===== src/rtl/mul_arbiter.sv =====
// Two-requester arbiter around a shared 8x8 unsigned multiplier with registered results.
// Optional macro MUL_ARB_RR_EN selects round-robin tie-breaking; fixed priority (requester 0) otherwise.
module mul_arbiter (
  input  logic       clk,
  input  logic       rst,
  input  logic       req0,
  input  logic [7:0] acc0,
  input  logic [7:0] rd0,
  input  logic       req1,
  input  logic [7:0] acc1,
  input  logic [7:0] rd1,
  output logic       gnt0,
  output logic       gnt1,
  output logic       done0,
  output logic       done1,
  output logic [7:0] mul_out,
  output logic [7:0] mul_hi,
  output logic       ci_mul,
  output logic       busy
);

  typedef enum logic [1:0] {IDLE, MUL, DONE} state_t;

  state_t      state, state_nxt;
  logic        accept;
  logic        winner;
  logic        owner;
  logic [7:0]  op_a_p0, op_b_p0;
  logic [15:0] product_p0;
  logic [7:0]  lo_p1, hi_p1;
  logic        ci_p1;

  function automatic logic [15:0] umul8(input logic [7:0] a, input logic [7:0] b);
    return {8'd0, a} * {8'd0, b};
  endfunction

`ifdef MUL_ARB_RR_EN
  // last == 1 means requester 1 was served most recently; reset value hands the first tie to 0.
  logic last;

  always_comb begin
    winner = (req0 && req1) ? ~last : ~req0;
  end

  always_ff @(posedge clk) begin
    if (rst)
      last <= 1'b1;
    else if (accept)
      last <= winner;
  end
`else
  always_comb begin
    winner = ~req0;
  end
`endif

  always_comb begin
    state_nxt = state;
    accept    = 1'b0;
    case (state)
      IDLE: begin
        if (req0 || req1) begin
          accept    = 1'b1;
          state_nxt = MUL;
        end
      end
      MUL:     state_nxt = DONE;
      DONE:    state_nxt = IDLE;
      default: state_nxt = IDLE;
    endcase
  end

  always_ff @(posedge clk) begin
    if (rst) begin
      state <= IDLE;
      owner <= 1'b0;
    end else begin
      state <= state_nxt;
      if (accept)
        owner <= winner;
    end
  end

  // Stage p0: operands captured from the winner only at acceptance.
  always_ff @(posedge clk) begin
    if (accept) begin
      op_a_p0 <= winner ? acc1 : acc0;
      op_b_p0 <= winner ? rd1  : rd0;
    end
  end

  assign product_p0 = umul8(op_a_p0, op_b_p0);

  // Stage p1: result registers load in MUL and hold until the next MUL.
  always_ff @(posedge clk) begin
    if (rst) begin
      lo_p1 <= 8'h00;
      hi_p1 <= 8'h00;
      ci_p1 <= 1'b0;
    end else if (state == MUL) begin
      lo_p1 <= product_p0[7:0];
      hi_p1 <= product_p0[15:8];
      ci_p1 <= |product_p0[15:8];
    end
  end

  assign mul_out = lo_p1;
  assign mul_hi  = hi_p1;
  assign ci_mul  = ci_p1;
  assign busy    = (state != IDLE);
  assign gnt0    = busy & ~owner;
  assign gnt1    = busy & owner;
  assign done0   = (state == DONE) & ~owner;
  assign done1   = (state == DONE) & owner;

endmodule


===== config.mk =====
export PLATFORM = sky130hd
export DESIGN_NAME = mul_arbiter
export DESIGN_NICKNAME = d
export VERILOG_FILES = /design/src/rtl/mul_arbiter.sv
export SDC_FILE = /design/constraint.sdc
export NUM_CORES = 1
export LEC_CHECK = 0
export CORE_MARGIN = 2
export CORE_UTILIZATION = 32
export CTS_BUF_LIST = sky130_fd_sc_hd__clkbuf_2 sky130_fd_sc_hd__clkbuf_4 sky130_fd_sc_hd__clkbuf_8
export CTS_CLUSTER_DIAMETER = 30
export DETAILED_ROUTE_END_ITERATION = 16
export GPL_TIMING_DRIVEN = 1
export SLEW_MARGIN = 15
export SYNTH_ARGS = -nofsm -noshare
export SYNTH_HDL_FRONTEND = slang
export SYNTH_SLANG_ARGS = --single-unit
export TNS_END_PERCENT = 1

===== constraint.sdc =====
create_clock -name clk -period 5.6 [get_ports clk]
set_input_delay 1.12 -clock clk [delete_from_list [all_inputs] [get_ports clk]]
set_output_delay 1.12 -clock clk [all_outputs]
set_load 0.02 [all_outputs]

[Yosys cells after proc, flatten, opt, wreduce, memory -nomap -nowiden]
Cells that the tools add are included.
Storage, ports and cells
  logic and storage cells: 27
  output and inout port bits: 22
  bits in registers: 36
Operators by class
  bitwise operators: 6
  eq/ne operators: 3
  muxes and demuxes: 6
  reduce and logical (&&, ||, !) cells: 4
  multiply operators: 1
Operator list (number)
  8-bit by 8-bit multiplier with 16-bit output: 1
  8-bit two-way mux: 2
  8-bit OR reduction: 1
  1-bit AND: 4
  2-bit one-hot mux with 2 select lines: 1
  2-bit by 1-bit equality test with 1-bit output (second input constant): 1
  2-bit equality test (second input constant): 1
  2-bit zero test: 1
  1-bit two-way mux: 2
  2-bit two-way mux: 1
  2-bit != test (second input constant): 1
  1-bit NOT: 2
  2-bit nonzero test: 1
  1-bit logical OR: 1

[Longest topological paths before layout]
  word-level depth: 3
  mapped depth: 17

[Worst setup path after synthesis]
No wires, ideal clock.
  kind: reg2reg
  start point: reg op_b_p0[7]
  end point: reg hi_p1[2], in the netlist mul_hi[2]
  arrival time: 4252 ps
  stages on the path, launching flop included: 16
  buffers on the path: 0
  period minus slack after synthesis: 4368 ps
  setup time: 116 ps
  slack: 1232 ps
  cells stage by stage: edfxtp_1 > nand2_1 > fa_1 > fa_1 > inv_1 > fa_1 > inv_1 > fa_1 > inv_1 > ha_1 > a21o_1 > a31oi_2 > a21boi_2 > o21a_1 > or3_1 > a31o_1
Between the ends
  cells in the longest elaborated chain, start to end: 1
Ends and longest elaborated chain
  start: declaration: RTL line 28  | logic [7:0] op_a_p0, op_b_p0;
  start signal: assignment: RTL line 88  | op_b_p0 <= winner ? rd1 : rd0;
  8-bit by 8-bit multiplier with 16-bit output: RTL line 34  | return {8'd0, a} * {8'd0, b};
  end signal: assignment: RTL line 102  | hi_p1 <= product_p0[15:8];
  end: declaration: RTL line 30  | logic [7:0] lo_p1, hi_p1;
Every way passes these cells.
A chain may end at the register's enable or synchronous reset.

[Worst setup path after layout]
  start point: reg op_a_p0[0]
  end point: reg hi_p1[2], in the netlist mul_hi[2]
Between the ends
  cells in the longest elaborated chain, start to end: 1
Ends and longest elaborated chain
  start: declaration: RTL line 28
  start signal: assignment: RTL line 87  | op_a_p0 <= winner ? acc1 : acc0;
  8-bit by 8-bit multiplier with 16-bit output: RTL line 34
Every way passes these cells.

==> metrics.yaml <==
vias: 2774
adder_cell_share_of_the_synthesized_area_pct: 32.3
drt_first_iter_violations: 109
synth_area_per_cell_um2: 9.54
hold_buffer_count_at_cts: 0
crit_path_start_kind: "register"
drive_gt1_share_pct: 6.65
drc: 0
firstDrtPassIters: 4
die_area_um2: 12200
wirelength_um: 7700
synthMuxAreaShare_pct: 4.97
postSynthRegisterBits: 36
netlist_top_cells_area: "sky130_fd_sc_hd__fa_1 (20%), sky130_fd_sc_hd__edfxtp_1 (13%), sky130_fd_sc_hd__ha_1 (12%)"
hold_violations: 0
worst_path_most_repeated_cell: "sky130_fd_sc_hd__fa_1"
grt_start_max_net_pins: 22
layout_worst_path_cycle_share_pct: 85.1
ant_nets: 0
timing.critical_path.slowest_stage_cell: "sky130_fd_sc_hd__fa_1"
postLayoutCoreUtil_pct: 40.4
finClkSkew_ns: 0.0134
ir_worst_vdd_mv: 0.217
power.density_cell_area_nw_per_um2: 471
synth_top_family_by_area: "adder cells"
cts.reportedPaths.clkPinSlew_ns: 0.08
synth-seq-area-share_pct: 24.3
first_global_vias: 2858
synth-compound-area-share_pct: 11.5
synthesized_netlist_net_count: 488
globalRoute.totalOverflow: 0
first_pass_grt_wire_length_um: 13200
core-area_um2: 10900
mapped_cells: 380
netSwitchingPower_mw: 1.00
row_count: 38
antenna_found_initial: 0
share_seq_of_total_power_pct: 17.5
clock_insertion_delay_worst_skew_ns: 0.29
clockPowerShare_pct: 9.6
power_leakage_nw: 1.94
ys_dominant_reg_cell: "sky130_fd_sc_hd__dfxtp_1"
fillCellCount: 1128
worstPathMaxFanout: 8
setup_total_negative_slack_ns: 0
power.combinational.fraction_pct: 72.9
netlist.area_leader.share_pct: 19.9
die_width_um: 110
gp_congestion: 0.868
clk_root_buffer_cell: "sky130_fd_sc_hd__clkbuf_8"
worst_rel_slew_slack_pct: 46.1
switching_share_pct: 48.1
status: "complete, no violations"
floorplan.initialDensity_pct: 33.1
grt_setup_unrepaired: "false"
synth.cell_area_um2: 3620
worst_pin_slew_ns: 0.806
cts-resized-gates: 0
synthXorXnorAreaFrac_pct: 1.45
critPathMaxStageDelay_ns: 0.54
hpwl_um: 6350
yosys.area_share.simple_pct: 19.0
detail_route.vias_per_cell: 4.82
timing_worst_setup_path_type: "reg -> reg"
port_buffers: 57
cts_sinks: 36
flow.area_growth_from_synthesis_pct: 22.1
holdWs_ns: 0.456
diodes: 0
worst_hold_path_type: "reg -> reg"
crit_arrival_ns: 4.96
intPower_mw: 1.08
final-max-slew-violation-count: 0
endpoint_kind_of_the_worst_setup_timing_path: "register"
r2r_slack_ns: 0.83
fin_nets: 543
die_height_um: 110
asyncSetResetFlopFracSynth_pct: 0
cts_buffers: 5
worst_ep_required_time_ns: 5.79
routed_wire_length_per_instance_um: 13.4
finalCriticalPeriod_ns: 4.77
crit_chain: "nand2_1, fa_1, fa_1, inv_1, fa_1, inv_1, fa_1, inv_1, ha_1, a21o_1, a31oi_2, a21boi_2, o21a_1, or3_1, a31o_1"
postCtsSetupRepairBufs: 0
grt_use_total_pct: 13.0
cts_tree: "yes"
yosysTopAreaCell: "sky130_fd_sc_hd__fa_1"
ios: 58
max-cap-violations: 0
synthesis.yosys.warnings: 0
cts.htree.levels: 2
synth_enable_flop_cells: 16
maximum_clock_insertion_buffer_count: 2
synthDistinctLibCells: 54
max_freq_mhz: 210
setup_viol: 0
==> per-layer routing <==
metal,track usage [%],wire [um]
met5,0,0
met4,3.50,112
met1,16.5,3360
met2,22.9,3990
met3,1.92,237
==> Yosys cell counts (3+ instances only) <==
cell	n
sky130_fd_sc_hd__mux2_2	16
sky130_fd_sc_hd__dfxtp_1	20
sky130_fd_sc_hd__clkbuf_1	6
sky130_fd_sc_hd__nand2_1	40
sky130_fd_sc_hd__o21ai_0	6
sky130_fd_sc_hd__inv_1	49
sky130_fd_sc_hd__nor3_1	4
sky130_fd_sc_hd__and2_1	53
sky130_fd_sc_hd__nand3_1	3
sky130_fd_sc_hd__xnor2_1	4
sky130_fd_sc_hd__ha_1	36
sky130_fd_sc_hd__a211oi_1	4
sky130_fd_sc_hd__a21oi_1	20
sky130_fd_sc_hd__fa_1	36
sky130_fd_sc_hd__edfxtp_1	16
sky130_fd_sc_hd__nor2_1	13
sky130_fd_sc_hd__or3_1	5
sky130_fd_sc_hd__a21o_1	5
==> cells in the final DEF (no fill, tap or decap), drive strengths merged, types with 2 or more instances in the layout <==
cell type,Yosys,layout
a211oi,4,4
a21boi,3,3
a21o,5,5
a21oi,21,21
a221oi,2,2
a31oi,2,2
and2,53,53
clkbuf,6,6
clkdlybuf4s50,0,57
dfxtp,20,20
edfxtp,16,16
fa,36,36
ha,36,36
inv,49,50
mux2,16,16
nand2,40,40
nand2b,2,2
nand3,3,3
nor2,13,13
nor2b,2,2
nor3,4,4
nor3b,2,2
o21a,2,2
o21ai,6,6
o21bai,2,2
o31ai,2,2
or3,5,5
xnor2,4,4
xor2,2,2
==> registers in the layout (all words and copies together), names as in the netlist <==
signal and cells:
owner 1, state 2, mul_hi 8, op_b_p0 8, ci_mul 1, op_a_p0 8
mul_out 8
==> through the flow <==
| stage | setup WS [ns] | std cells | area (um2) | total power [mW] |
|---|---|---|---|---|
| after CTS | 0.826 | 576 | 4420 | 2.11 |
| after floorplan | 1.23 | 380 | 3620 | 1.53 |
| after detailed placement | 0.837 | 568 | 4330 | 1.90 |
| after global routing | 0.625 | 576 | 4420 | 2.31 |
| final | 0.835 | 576 | 4420 | 2.08 |
| after global placement | 0.827 | 568 | 4330 | 1.90 |
==> cell type report <==
| cell class | instances | area, um2 | area share [%] |
|---|---|---|---|
| clock inverter | 2 | 13.8 | 0.311 |
| inverter | 49 | 184 | 4.16 |
| tap | 140 | 175 | 3.96 |
| clock buffer | 6 | 82.6 | 1.87 |
| multi-input combinational | 285 | 2510 | 56.7 |
| timing repair buffer | 58 | 578 | 13.1 |
| sequential | 36 | 881 | 19.9 |
==> critical path, delay by kind of cell, from the launching register on <==
family                     cells  cell delay (ns)
and+or+nand+nor                2             0.44
DFF                            1             0.50
buffers and inverters          3             0.15
adders and majority gates      5             2.50
AOI/OAI and AO/OA              5             1.08
==> power groups by stage <==
| stage | sequential (mW) | combinational, mW | clock, mW |
|---|---|---|---|
| floorplan | 0.397 | 1.13 | 0 |
| global placement | 0.371 | 1.53 | 0 |
| detailed placement | 0.372 | 1.53 | 0 |
| CTS | 0.366 | 1.54 | 0.209 |
| global route | 0.373 | 1.72 | 0.218 |
| finish | 0.365 | 1.52 | 0.200 |
==> final timing paths <==
check	start	to	cells past startpoint
hold reg to reg	mul_out[6]	mul_out[6]	2
setup reg to reg	op_a_p0[0]	mul_hi[2]	15
hold / removal	mul_out[6]	mul_out[6]	2
setup / recovery	op_a_p0[0]	mul_hi[2]	15
==> logic make-up (layout without fill, tap and decap cells) <==
family                   Yosys count  in the layout
XOR/XNOR                           6              6
flip-flops                        36             36
AND/OR/NAND/NOR                  131            131
buffers and inverters             59            115
multiplexers                      16             16
AO/OA/AOI/OAI                     60             60
adder cells (fa/ha/maj)           72             72
(Power assumes the default switching activity.)
